===== src/rtl/pwm_level_scheduler.sv =====
`timescale 1ns/1ps
// pwm_level_scheduler: LED brightness level control (manual steps or auto breathing sweep)
// with a PWM period counter; duty changes are committed only at period boundaries.
module pwm_level_scheduler #(
  parameter int unsigned PERIOD       = 1_000_000,
  parameter int unsigned NUM_LEVELS   = 5,
  parameter int unsigned STEP_PERIODS = 50,
  parameter int unsigned RESET_LEVEL  = 2
) (
  input  logic       clk,
  input  logic       reset,
  input  logic       cmd_up,
  input  logic       cmd_down,
  input  logic       cmd_auto,
  input  logic [3:0] led_in,
  output logic [3:0] led_out,
  output logic [2:0] level,
  output logic       auto_active,
  output logic       period_start
);

  localparam int unsigned   CW        = $clog2(PERIOD);
  localparam int unsigned   SW        = (STEP_PERIODS > 1) ? $clog2(STEP_PERIODS) : 1;
  localparam logic [CW-1:0] CNT_LAST  = CW'(PERIOD - 1);
  localparam logic [SW-1:0] STEP_LAST = SW'(STEP_PERIODS - 1);
  localparam logic [2:0]    LVL_MAX   = 3'(NUM_LEVELS - 1);
  localparam logic [2:0]    LVL_RST   = 3'(RESET_LEVEL);

  typedef enum logic [1:0] {
    MANUAL,
    AUTO_UP,
    AUTO_DOWN
  } state_t;

  function automatic logic [CW:0] duty_of(input logic [2:0] lvl);
    logic [31:0] d;
    if (lvl == 3'd0) d = PERIOD / 20;
    else             d = (32'(lvl) * PERIOD) / (NUM_LEVELS - 1);
    return (CW + 1)'(d);
  endfunction

  logic [CW-1:0] cnt;
  logic [CW:0]   duty_act;
  logic          cnt_wrap;

  state_t        state_q;
  state_t        state_d;
  logic [2:0]    level_d;
  logic [SW-1:0] step_q;
  logic [SW-1:0] step_d;

  assign cnt_wrap    = (cnt == CNT_LAST);
  assign auto_active = (state_q != MANUAL);

  // PWM datapath: duty_act samples the committed level only on the wrap edge
  always_ff @(posedge clk or posedge reset) begin
    if (reset) begin
      cnt          <= '0;
      duty_act     <= duty_of(LVL_RST);
      led_out      <= '0;
      period_start <= 1'b0;
    end else begin
      cnt          <= cnt_wrap ? '0 : cnt + 1'b1;
      period_start <= cnt_wrap;
      if (cnt_wrap) duty_act <= duty_of(level);
      led_out      <= ({1'b0, cnt} < duty_act) ? led_in : '0;
    end
  end

  always_ff @(posedge clk or posedge reset) begin
    if (reset) begin
      state_q <= MANUAL;
      level   <= LVL_RST;
      step_q  <= '0;
    end else begin
      state_q <= state_d;
      level   <= level_d;
      step_q  <= step_d;
    end
  end

  always_comb begin
    state_d = state_q;
    level_d = level;
    step_d  = step_q;
    unique case (state_q)
      MANUAL: begin
        if (cmd_auto) begin
          state_d = (level == LVL_MAX) ? AUTO_DOWN : AUTO_UP;
          step_d  = '0;
        end else if (cmd_up) begin
          if (level != LVL_MAX) level_d = level + 3'd1;
        end else if (cmd_down) begin
          if (level != 3'd0) level_d = level - 3'd1;
        end
      end
      AUTO_UP: begin
        if (cmd_auto) begin
          state_d = MANUAL;
          step_d  = '0;
        end else if (period_start) begin
          if (step_q == STEP_LAST) begin
            step_d = '0;
            if (level != LVL_MAX) level_d = level + 3'd1;
            if (level_d == LVL_MAX) state_d = AUTO_DOWN;
          end else begin
            step_d = step_q + 1'b1;
          end
        end
      end
      AUTO_DOWN: begin
        if (cmd_auto) begin
          state_d = MANUAL;
          step_d  = '0;
        end else if (period_start) begin
          if (step_q == STEP_LAST) begin
            step_d = '0;
            if (level != 3'd0) level_d = level - 3'd1;
            if (level_d == 3'd0) state_d = AUTO_UP;
          end else begin
            step_d = step_q + 1'b1;
          end
        end
      end
      default: state_d = MANUAL;
    endcase
  end

endmodule

===== config.mk =====
export PLATFORM = sky130hd
export DESIGN_NAME = pwm_level_scheduler
export DESIGN_NICKNAME = d
export VERILOG_FILES = /design/src/rtl/pwm_level_scheduler.sv
export SDC_FILE = /design/constraint.sdc
export NUM_CORES = 1
export LEC_CHECK = 0
export BUFFER_PORTS_ARGS = -buffer_cell sky130_fd_sc_hd__buf_2
export CORE_ASPECT_RATIO = 0.8
export CORE_MARGIN = 10
export CORE_UTILIZATION = 25
export CTS_BUF_LIST = sky130_fd_sc_hd__clkbuf_8
export CTS_CLUSTER_DIAMETER = 50
export CTS_CLUSTER_SIZE = 25
export DETAILED_ROUTE_END_ITERATION = 10
export GPL_TIMING_DRIVEN = 0
export SLEW_MARGIN = 20
export SYNTH_ARGS = -nofsm -noshare
export SYNTH_HDL_FRONTEND = slang
export SYNTH_SLANG_ARGS = --single-unit

===== constraint.sdc =====
create_clock -name clk -period 4.64 [get_ports clk]
set_input_delay 0.696 -clock clk [delete_from_list [all_inputs] [get_ports clk]]
set_output_delay 0.696 -clock clk [all_outputs]
set_load 0.05 [all_outputs]

Word level (Yosys, flattened, before mapping)
Index checks and enable logic that the tools add are counted.
{"block": "op_classes", "eq_ne": 23, "reduce_logical": 11, "shifts": 0, "n_addsub": 4, "mul": 1, "magnitude_cmp": 1, "muxes": 39, "n_div": 0, "bitwise": 0}
{"op": "3-bit two-way mux", "count": 19}
{"op": "6-bit two-way mux", "count": 4}
{"op": "3-bit != test, second input constant", "count": 8}
{"op": "20-bit by 21-bit less-than comparator with 1-bit output", "count": 1}
{"op": "21-bit two-way mux", "count": 1}
{"op": "20-bit by 1-bit adder with 20-bit output, second input constant", "count": 1}
{"op": "20-bit equality test, second input constant", "count": 1}
{"op": "2-bit two-way mux", "count": 10}
{"op": "20-bit two-way mux", "count": 1}
{"op": "3-bit by 14-bit multiplier with 17-bit output, second input constant", "count": 1}
{"op": "2-bit != test, second input constant", "count": 8}
{"op": "6-bit one-hot mux with 2 select lines", "count": 1}
{"op": "3-bit one-hot mux with 3 select lines", "count": 1}
{"op": "9-bit AND reduction", "count": 1}
{"op": "7-bit AND reduction", "count": 1}
{"op": "6-bit by 1-bit adder with 6-bit output, second input constant", "count": 1}
{"op": "3-bit equality test, second input constant", "count": 2}
{"op": "6-bit equality test, second input constant", "count": 1}
{"op": "3-bit logical NOT", "count": 2}
{"op": "2-bit one-hot mux with 3 select lines", "count": 1}
{"op": "3-bit nonzero test", "count": 2}
{"op": "4-bit two-way mux", "count": 1}
{"op": "2-bit nonzero test", "count": 2}
{"op": "3-bit by 1-bit adder with 3-bit output, second input constant", "count": 1}
{"op": "other kinds (7)", "count": 7}
{"block": "totals", "n_memories": 0, "word_cells": 86, "latch_bits": 0, "romBits": 0, "reg_bits": 57, "in_bits": 9, "output_inout_bits": 9, "ram_bits": 0}

Longest topological paths before layout
Gate-level depths: netlist (run 1).
{"block": "depth", "depth_word": 12, "ltp_mapped": 11, "mapped_depth_nobuf": 10}

Least setup slack after synthesis (run 1)
No wires, ideal clock.
{"block": "synth_timing", "path_type": "register to register", "start": "register level[0]", "end": "register state_q[0]", "period_less_slack_ns": 2.810, "t_arrival_ns": 2.685, "stages_incl_launch_ff": 12, "required_time_ns": 4.515, "setup_ns": 0.125, "setup_slack_ns": 1.830, "path_buffers": 1, "cell_sequence": "dfrtp_1 inv_1 ha_1 nor2b_1 clkbuf_1 inv_1 ha_1 inv_1 nor3_1 a31oi_1 o21ai_1 mux2_2"}
{"block": "synth_between", "elab_chain_len": 9, "word_cells_on_any_way": 23, "cone_classes": "add/sub: 2; eq/ne: 5; mux: 13; reduce/logical: 3"}
{"item": "start, declared", "line": "17", "source": "output logic [2:0] level,"}
{"item": "start signal, assigned", "line": "77", "source": "level <= level_d;"}
{"item": "3-bit by 1-bit adder with 3-bit output (tied with other cells)", "line": "104", "source": "if (level != LVL_MAX) level_d = level + 3'd1;"}
{"item": "3-bit two-way mux, on equally long branches", "line": "104, 118"}
{"item": "3-bit two-way mux, on equally long branches", "line": "102, 116"}
{"item": "3-bit two-way mux, on equally long branches", "line": "101, 115"}
{"item": "3-bit two-way mux, on equally long branches", "line": "98, 112"}
{"item": "3-bit two-way mux", "line": "86", "source": "unique case (state_q)"}
{"item": "3-bit equality test or 3-bit logical NOT (tied branches)", "line": "105, 119"}
{"item": "3-bit != test (no line)"}
{"item": "7-bit AND reduction (no line)"}
{"item": "end signal, assigned", "line": "76", "source": "state_q <= state_d;"}
{"item": "end, declared", "line": "46", "source": "state_t state_q;"}
Several ways; a longest one is shown, not always the timed one. The select of a mux whose other input is x is not followed.
A chain may end at the register's enable or synchronous reset.

Final worst setup path (run 1)
Ends and elaborated chain as after synthesis.

==> results of run 1 <==
cell type report:
| cell class | instances | area share [%] |
|---|---|---|
| Buffer | 8 | 1.292 |
| Clock buffer | 5 | 1.921 |
| Clock inverter | 3 | 0.4541 |
| Inverter | 38 | 3.982 |
| Multi-Input combinational cell | 240 | 49.67 |
| Sequential cell | 48 | 33.78 |
| Tap cell | 171 | 5.973 |
| Timing Repair Buffer | 18 | 2.934 |
cell usage after synthesis, drive strengths merged (2+ instances only):
library cell / number
a211o: 3
a211oi: 2
a21o: 7
a21oi: 18
a221oi: 4
a31oi: 4
and2: 2
and3: 3
and4: 2
buf: 4
clkbuf: 4
dfrtp: 41
dfstp: 7
fa: 3
ha: 32
inv: 38
mux2: 4
mux2i: 3
nand2: 19
nand2b: 3
nand3: 12
nand4: 9
nand4b: 2
nor2: 17
nor2b: 5
nor3: 4
nor3b: 2
nor4b: 2
o211ai: 6
o21ai: 25
o21bai: 2
o22ai: 5
o31ai: 3
or2: 2
or3: 2
xnor2: 7
xor2: 11
worst max-delay path by stage:
| stage | startpoint | end | slack [ps] | depth (start not counted) |
|---|---|---|---|---|
| floorplan | level[0] | state_q[0] | 1830 | 11 |
| global placement | level[0] | state_q[0] | 1680 | 11 |
| detailed placement | level[0] | state_q[0] | 1670 | 11 |
| CTS | level[0] | state_q[0] | 1650 | 11 |
| global route | level[0] | state_q[0] | 1420 | 11 |
| finish | level[0] | state_q[0] | 1640 | 11 |
flip-flops by register name, indices dropped and copies added (netlist names):
signal and cells:
cnt 20, duty_act 12, led_out 4, level 3, period_start 1, state_q 2
step_q 6
per-stage QoR:
step / utilization [%] / instances
5_1_grt: 29.13 / 531
2_1_floorplan: - / 334
3_5_place_dp: 28.44 / 523
3_3_place_gp: 28.28 / 522
6_report: 29.13 / 531
4_1_cts: 29.13 / 531
cells by family (layout without fill, tap and decap cells):
group	count (synthesis)	count (layout)	synth area share, %
buf+inv	46	72	5.944
flops	48	48	38.07
mux	8	8	3.071
xor+xnor	18	18	4.961
fa+ha+maj	35	35	14.49
simple gates	90	90	15.35
compound gates	89	89	18.11
per-layer routing:
| metal | vias to the layer above | routed length, um | track usage (%) |
|---|---|---|---|
| met1 | 1196 | 3564 | 10.90 |
| li1 | 1250 | - | - |
| met4 | 0 | 82 | 2.559 |
| met2 | 39 | 2988 | 11.94 |
| met5 | - | 0 | 0 |
| met3 | 6 | 272 | 1.267 |
worst reg2reg max path, delay by kind of cell (launching register included):
kind | cells | cell delay, ps
muxes | 1 | 340
and+or+nand+nor | 2 | 310
AOI/OAI and AO/OA | 2 | 350
adders and majority gates | 2 | 550
buffers and inverters | 4 | 810
DFF | 1 | 530
report_power, final:
part / leakage [nW] / switching, mW / total (mW) / internal (mW)
logic: 0.965 / 0.562 / 0.954 / 0.392
registers: 0.623 / 0.0621 / 0.514 / 0.452
clock network: 0.0507 / 0.144 / 0.248 / 0.104
total: 1.64 / 0.768 / 1.72 / 0.948
==> impl_metrics.toml, run 1 <==
[clock_tree]
clockRootBuffer = "clkbuf_8"
cts_made_buffers = 5
hold_buffers = 0
cts_max_level = 2
cts_resized = 0
cts_setup_buffers = 0
insertion_delay_ps = 300
cts_sinks = 48
cts.clk_slew.worst_paths_ps = 90
tritoncts = "done"
clockBufferDepth = 2

[global_route]
antenna_found_initial = 0
grtUsageTotal_pct = 7.787
grt-ovfl-total = 0
grt_pass1_vias = 2410
grt_pass1_wl_um = 11710
grt_start_max_net_pins = 33

[sta]
final_max_slew_viol_count = 0
relSlewSlack_pct = 46.63
tightest_slew_ps = 793.3
timing.final.crit_share_pct = 64.74
rsz0062_at_grt = "false"
fin_skew_ps = 4.261
maxClockFrequency_ghz = 0.3329
setup_violations = 0
timing_hold_violations_final = 0
finalSetupTns_ps = 0
period_needed_ps = 3004
finalHoldWorstSlack_ps = 358.0
layout_setup_ws_ps = 1636

[worst_setup_path]
path_max_fanout = 10
start_kind = "flop"
required_ps = 4840
crit_buf_inv = 4
worstReg2RegEnd = "state_q[0]"
r2r-start = "level[0]"
crit_family = "buffers and inverters"
crit_type = "reg2reg"
path_cells = "inv_1 -> ha_1 -> nor2b_1 -> clkbuf_1 -> inv_1 -> ha_1 -> inv_1 -> nor3_1 -> a31oi_1 -> o21ai_1 -> mux2_2"
cp_slowest_cell = "dfrtp_1"
path_common_cell = "inv_1"
rr_worst_depth = 11
r2r_setup_slack_ps = 1640
cp.arrival_ps = 3200
end_kind = "flop"
slowest_delay_ps = 530

[routing]
drt_pre_antenna_iters = 4
ant_nets = 0
drtIter0Drc = 203
wirelength_um = 6908
drc_errors = 0
vias = 2491
post_drt_via_cell_ratio = 4.691
wl_per_cell_um = 13.01

[logic_synthesis]
dominantRegCellSynth = "dfrtp_1"
syn_inst = 334
netlist_area_um2 = 3178
ys.warnings.count = 0
avgSynthCellArea_um2 = 9.515
synth_cell_type_count = 58
synth_seq_cells = 48
seq_area_frac_synth_pct = 38.07
synthArstFlopShare_pct = 100.0
yosysTopAreaCell = "dfrtp_1"
synth_nets = 378
synth_area_leaders = "dfrtp_1, ha_1, dfstp_2"
synth-edff-count = 0
synth_top_area_share_pct = 32.28

[power]
ir_worst_vdd_mv = 0.1678
total_power_mw = 1.716
p_leak_nw = 1.639
power-per-cell-area_nw_per_um2 = 479.1

[layout]
nNetsFinal = 403
design_area_um2 = 3582
area_delta_synth_final_pct = 12.72
diodes = 0
final_cell_mix = "dfrtp_1, inv_1, ha_1"
layout_commonest_cell = "dfrtp_1"
seqCellArea_um2 = 1210
multi_input_area_um2 = 1779
drive_above_1_share_pct = 13.06
fillCellCount = 1287

[status]
status = "finished, final reports clean"

[place]
place_congestion = 0.8709
port_buffers = 17
dp_slack_ps = 1674
placed_cell_area_um2 = 3497
hpwl_um = 5317

[floorplan]
dieHeight_um = 120.8
core_um2 = 12300
start_util_pct = 25.84
dieArea_um2 = 17650
io_pins = 18
die_w_um = 146.1
num_rows = 36

[hold_path]
hold_class = "in2async"

[flow_run]
cap_violations = 0
Power figures use the tool's default switching activity.
==> run 2: changes to the inputs <==
clock period = 3.1 ns   (was 4.64 ns; I/O delays follow)
==> run 2 against run 1 <==
First-iteration DRC count up 2.5%; wire length shrank 0.16%; worst setup slack worse by 1400 ps; critical endpoint unchanged; critical path type unchanged; register-to-register slack got worse by 1400 ps; combinational power up 50%; non-clock buffer count unchanged; sequential share of layout area hardly changed; maximum frequency increased by 6.1%; total power grew 50%; die area is the same.
==> impl_metrics.toml, run 2 (synthesis gave the netlist of run 1 again) <==
[status]
status = "finished, final reports clean"

[clock_tree]
clockBufferDepth = 2
cts_made_buffers = 5
cts_max_level = 2
cts_setup_buffers = 0
cts.clk_slew.worst_paths_ps = 90
tritoncts = "done"
cts_sinks = 48
insertion_delay_ps = 300
clockRootBuffer = "clkbuf_8"

[layout]
nNetsFinal = 403
largest_register_ffs = 20
area_delta_synth_final_pct = 12.76
postLayoutCoreUtil_pct = 29.14
largest-register = "cnt"
drive_above_1_share_pct = 13.33
largestRegisters = "cnt (20), duty_act (12), step_q (6)"
final_cell_mix = "dfrtp_1, inv_1, ha_1"
layout_commonest_cell = "dfrtp_1"
diodes = 0

[worst_setup_path]
end_kind = "flop"
required_ps = 3300
cp.arrival_ps = 3030
crit_buf_inv = 4
cp_slowest_cell = "dfrtp_1"
path_cells = "inv_1 -> ha_1 -> nor2b_1 -> clkbuf_2 -> inv_1 -> ha_1 -> inv_1 -> nor3_1 -> a31oi_1 -> o21ai_1 -> mux2_2"
path_max_fanout = 10
crit_family = "buffers and inverters"
path_common_cell = "inv_1"
slowest_delay_ps = 530
start_kind = "flop"
crit_type = "reg2reg"

[power]
total_power_mw = 2.570
ir_worst_vdd_mv = 0.2514
seq_power_share_pct = 29.9
power-per-cell-area_nw_per_um2 = 717.1
p_sw_mw = 1.149
combinationalPowerShare_pct = 55.6
switching_share_pct = 44.73
p_leak_nw = 1.642
power.share.clock_pct = 14.4
p_int_mw = 1.420

[global_route]
grt_pass1_wl_um = 11710
antenna_found_initial = 0
grt-ovfl-total = 0
grtUsageTotal_pct = 7.787
grt_start_max_net_pins = 33
grt_pass1_vias = 2410

[sta]
final_max_slew_viol_count = 0
setup_violations = 0
finalSetupTns_ps = 0
fin_skew_ps = 4.590
tightest_slew_ps = 793.6
period_needed_ps = 2832
timing.final.crit_share_pct = 91.35
timing_hold_violations_final = 0
maxClockFrequency_ghz = 0.3531
relSlewSlack_pct = 46.60
finalHoldWorstSlack_ps = 126.8
rsz0062_at_grt = "false"

[hold_path]
hold_class = "in2async"

[floorplan]
start_util_pct = 25.84
num_rows = 36
dieArea_um2 = 17650
core_um2 = 12300
die_w_um = 146.1
io_pins = 18
dieHeight_um = 120.8

[routing]
drt_pre_antenna_iters = 4
wl_per_cell_um = 12.99
drc_errors = 0
vias = 2500
post_drt_via_cell_ratio = 4.708
wirelength_um = 6897
drtIter0Drc = 208
ant_nets = 0

[place]
port_buffers = 17
hpwl_um = 5317
place_congestion = 0.8709

[flow_run]
cap_violations = 0
run 2: changes by cell type in the layout (fill, tap and decap cells not counted):
cell,previous run,this run
clkbuf_1,4,3
clkbuf_2,0,1
run 2: metal layers:
| layer | wire (um) | vias to the layer above | GRT usage [%] |
|---|---|---|---|
| li1 | - | 1250 | - |
| met2 | 2982 | 38 | 11.94 |
| met5 | 0 | - | 0 |
| met1 | 3574 | 1206 | 10.90 |
| met3 | 257 | 6 | 1.267 |
| met4 | 82 | 0 | 2.559 |
run 2: metrics by stage:
stage	setup slack, ps	std cells	instance area (um^2)
2_1_floorplan	290.2	334	3178
3_3_place_gp	135.9	522	3477
3_5_place_dp	133.9	523	3497
4_1_cts	108.8	531	3582
5_1_grt	49.37	531	3583
6_report	268.2	531	3583
run 2: timing repair:
item,4_1_cts,5_1_grt
endpoints found under the setup margin,0,1
resized for setup,0,2
hold buffers,0,0
run 2: worst reg2reg max path, delay by kind of cell (launching register included):
| kind | cells | cell delay [ps] |
|---|---|---|
| compound gates | 2 | 350 |
| mux | 1 | 340 |
| fa+ha+maj | 2 | 540 |
| buf+inv | 4 | 650 |
| flops | 1 | 530 |
| simple gates | 2 | 320 |
run 2: power by group through the flow:
stage | Sequential (mW) | Clock, mW | Combinational (mW)
5_1_grt | 0.784 | 0.404 | 1.60
6_report | 0.770 | 0.371 | 1.43
3_5_place_dp | 0.783 | 0 | 1.42
4_1_cts | 0.771 | 0.388 | 1.43
3_3_place_gp | 0.782 | 0 | 1.38
2_1_floorplan | 0.830 | 0 | 1.06
run 2: path summary, 6_finish.rpt:
kind,from,endpoint,slack (ps),cells after the start
worst max register to register,level[0],state_q[0],270,11
worst min register to register,duty_act[4],duty_act[4],500,2
min in group clk,led_in[0],led_out[0],410,3
worst min-delay path,reset,led_out[0],130,2
max in group asynchronous,reset,level[1],2400,3
worst max-delay path,level[0],state_q[0],270,11
run 2: final cells by class:
class / instances / area, um^2
Tap cell: 171 / 214.0
Clock inverter: 3 / 16.27
Buffer: 8 / 47.55
Clock buffer: 5 / 68.82
Multi-Input combinational cell: 240 / 1779
Fill cell: 1289 / 8713
Inverter: 38 / 142.6
Sequential cell: 48 / 1210
Timing Repair Buffer: 18 / 105.1
==> run 3: changes to the inputs <==
ABC_AREA = 1   (was not set)
==> run 3 against run 2 <==
First-iteration DRC count up 11%; critical path type unchanged; critical endpoint is now duty_act[19]; die area is 6.2% higher; largest power group unchanged; area after synthesis up 7.4%; sequential power down 3.2%; cell count is 26% higher; critical path depth shrank 1.
==> impl_metrics.toml, run 3 <==
[logic_synthesis]
synth_common_cells = "nand2_1, inv_1, nor2_1"
synth_adder_area_share_pct = 13.49
synth-edff-count = 0
netlist_area_um2 = 3412
synth_xor_xnor_area_share_pct = 3.080
synth_compound_area_share_pct = 8.764
synth_seq_cells = 48
synth_nets = 505
post-synth-top-count-cell = "nand2_1"
yosys.area_share.simple_pct = 29.08
ys.warnings.count = 0
synth_cell_type_count = 34
avgSynthCellArea_um2 = 7.401
synth_top_area_share_pct = 30.07
dominantRegCellSynth = "dfrtp_1"
synth_area_leaders = "dfrtp_1, nand2_1, ha_1"
synthArstFlopShare_pct = 100.0
synth.area.mux_share_pct = 0
syn_inst = 461
yosysTopAreaCell = "dfrtp_1"
synth_top_family_by_area = "simple AND/OR/NAND/NOR gates"
seq_area_frac_synth_pct = 35.46

[sta]
timing.final.crit_share_pct = 83.51
period_needed_ps = 2589
relSlewSlack_pct = 75.08
timing_hold_violations_final = 0
layout_setup_ws_ps = 511.3
fin_skew_ps = 3.913
maxClockFrequency_ghz = 0.3863
setup_violations = 0
finalSetupTns_ps = 0
final_max_slew_viol_count = 0
tightest_slew_ps = 373.3
rsz0062_at_grt = "false"
finalHoldWorstSlack_ps = 125.3

[floorplan]
die_w_um = 150.6
start_util_pct = 25.36
dieArea_um2 = 18750
dieHeight_um = 124.5
core_um2 = 13460
io_pins = 18
num_rows = 38

[worst_setup_path]
cp_slowest_cell = "dfstp_2"
crit_type = "reg2reg"
cp-endpoint = "duty_act[19]"
path_max_fanout = 9
r2r-start = "level[1]"
slowest_delay_ps = 660
r2r_setup_slack_ps = 510
cp.arrival_ps = 2810
worstSetupStartpoint = "level[1]"
required_ps = 3320
path_cells = "inv_1 -> ha_1 -> ha_1 -> inv_1 -> fa_1 -> o21ai_0 -> nand2_1 -> nand3_1 -> nand3_1 -> o21ai_0"
rr_worst_depth = 10
end_kind = "flop"
start_kind = "flop"
worstReg2RegEnd = "duty_act[19]"

[layout]
largest-register = "cnt"
final_cell_mix = "nand2_1, inv_1, nor2_1"
drive_above_1_share_pct = 11.91
fillCellCount = 1448
area_delta_synth_final_pct = 12.43
largest_register_ffs = 20
diodes = 0
largestRegisters = "cnt (20), duty_act (12), step_q (6)"
nNetsFinal = 530
multi_input_area_um2 = 1857
seqCellArea_um2 = 1210
layoutNonFillerInstCount = 667
layout_commonest_cell = "nand2_1"

[hold_path]
hold_class = "in2async"

[clock_tree]
clockBufferDepth = 2
insertion_delay_ps = 300
cts_resized = 0
cts_made_buffers = 5
clockRootBuffer = "clkbuf_8"
cts.clk_slew.worst_paths_ps = 90
tritoncts = "done"
hold_buffers = 0
cts_max_level = 2
cts_setup_buffers = 0
cts_sinks = 48

[global_route]
grtUsageTotal_pct = 8.095
grt_pass1_wl_um = 12970
grt_pass1_vias = 2767
grt_start_max_net_pins = 34
grt-ovfl-total = 0
antenna_found_initial = 0

[place]
port_buffers = 17
hpwl_um = 5948
dp_slack_ps = 535.6
placed_cells = 659
place_congestion = 0.8821

[routing]
post_drt_via_cell_ratio = 4.292
vias = 2863
wl_per_cell_um = 11.18
drc_errors = 0
wirelength_um = 7455
drtIter0Drc = 230
drt_pre_antenna_iters = 4
ant_nets = 0

[power]
ir_worst_vdd_mv = 0.2679
power-per-cell-area_nw_per_um2 = 603.6
p_leak_nw = 1.972

[status]
status = "finished, final reports clean"

[flow_run]
cap_violations = 0
-- run 3: final cells by class --
class | count | share of cell area, %
sequential | 48 | 31.54
buffer | 5 | 0.9459
tap | 180 | 5.871
inverter | 81 | 8.056
multi-input combinational | 327 | 48.40
timing repair buffer | 18 | 2.740
clock buffer | 6 | 2.153
clock inverter | 2 | 0.2935
-- run 3: logic make-up (layout without fill, tap and decap cells) --
logic type	count (synthesis)	after routing
AND/OR/NAND/NOR	225	225
buffers and inverters	86	112
AO/OA/AOI/OAI	55	55
flip-flops	48	48
adder cells (fa/ha/maj)	35	35
XOR/XNOR	12	12
-- run 3: where the power goes --
| group | switching [mW] | internal (mW) |
|---|---|---|
| clock | 0.216 | 0.178 |
| combinational | 0.770 | 0.405 |
| sequential | 0.0724 | 0.673 |
| total | 1.06 | 1.26 |
-- run 3: routing by layer --
| metal | global-route usage, % | vias up | part of all wire, % |
|---|---|---|---|
| met5 | 0 | - | 0 |
| met3 | 1.452 | 13 | 6.1 |
| li1 | - | 1500 | - |
| met4 | 3.392 | 0 | 2.4 |
| met2 | 11.53 | 56 | 40 |
| met1 | 11.62 | 1294 | 51 |
-- run 3: through the flow --
step           cell area [um^2]  util [%]  power [mW]
6_report                   3836     28.51       2.316
4_1_cts                    3836     28.51       2.336
5_1_grt                    3836     28.51       2.548
3_5_place_dp               3742     27.81       1.931
2_1_floorplan              3412         -       1.676
3_3_place_gp               3722     27.66       1.905
-- run 3: worst min-delay path by stage --
stage / endpoint / slack, ps / cells past startpoint
floorplan: duty_act[19] / 450 / 2
global placement: duty_act[19] / 480 / 2
detailed placement: led_out[2] / 460 / 2
CTS: cnt[3] / 130 / 2
global route: led_out[2] / 160 / 2
finish: led_out[0] / 130 / 2
-- run 3: worst max-delay path: cells and delay by family (launching register included) --
| family | cells | cell delay, ps |
|---|---|---|
| AO/OA/AOI/OAI | 2 | 370 |
| buffers and inverters | 2 | 240 |
| adder cells (fa/ha/maj) | 3 | 1000 |
| flip-flops | 1 | 660 |
| AND/OR/NAND/NOR | 3 | 240 |
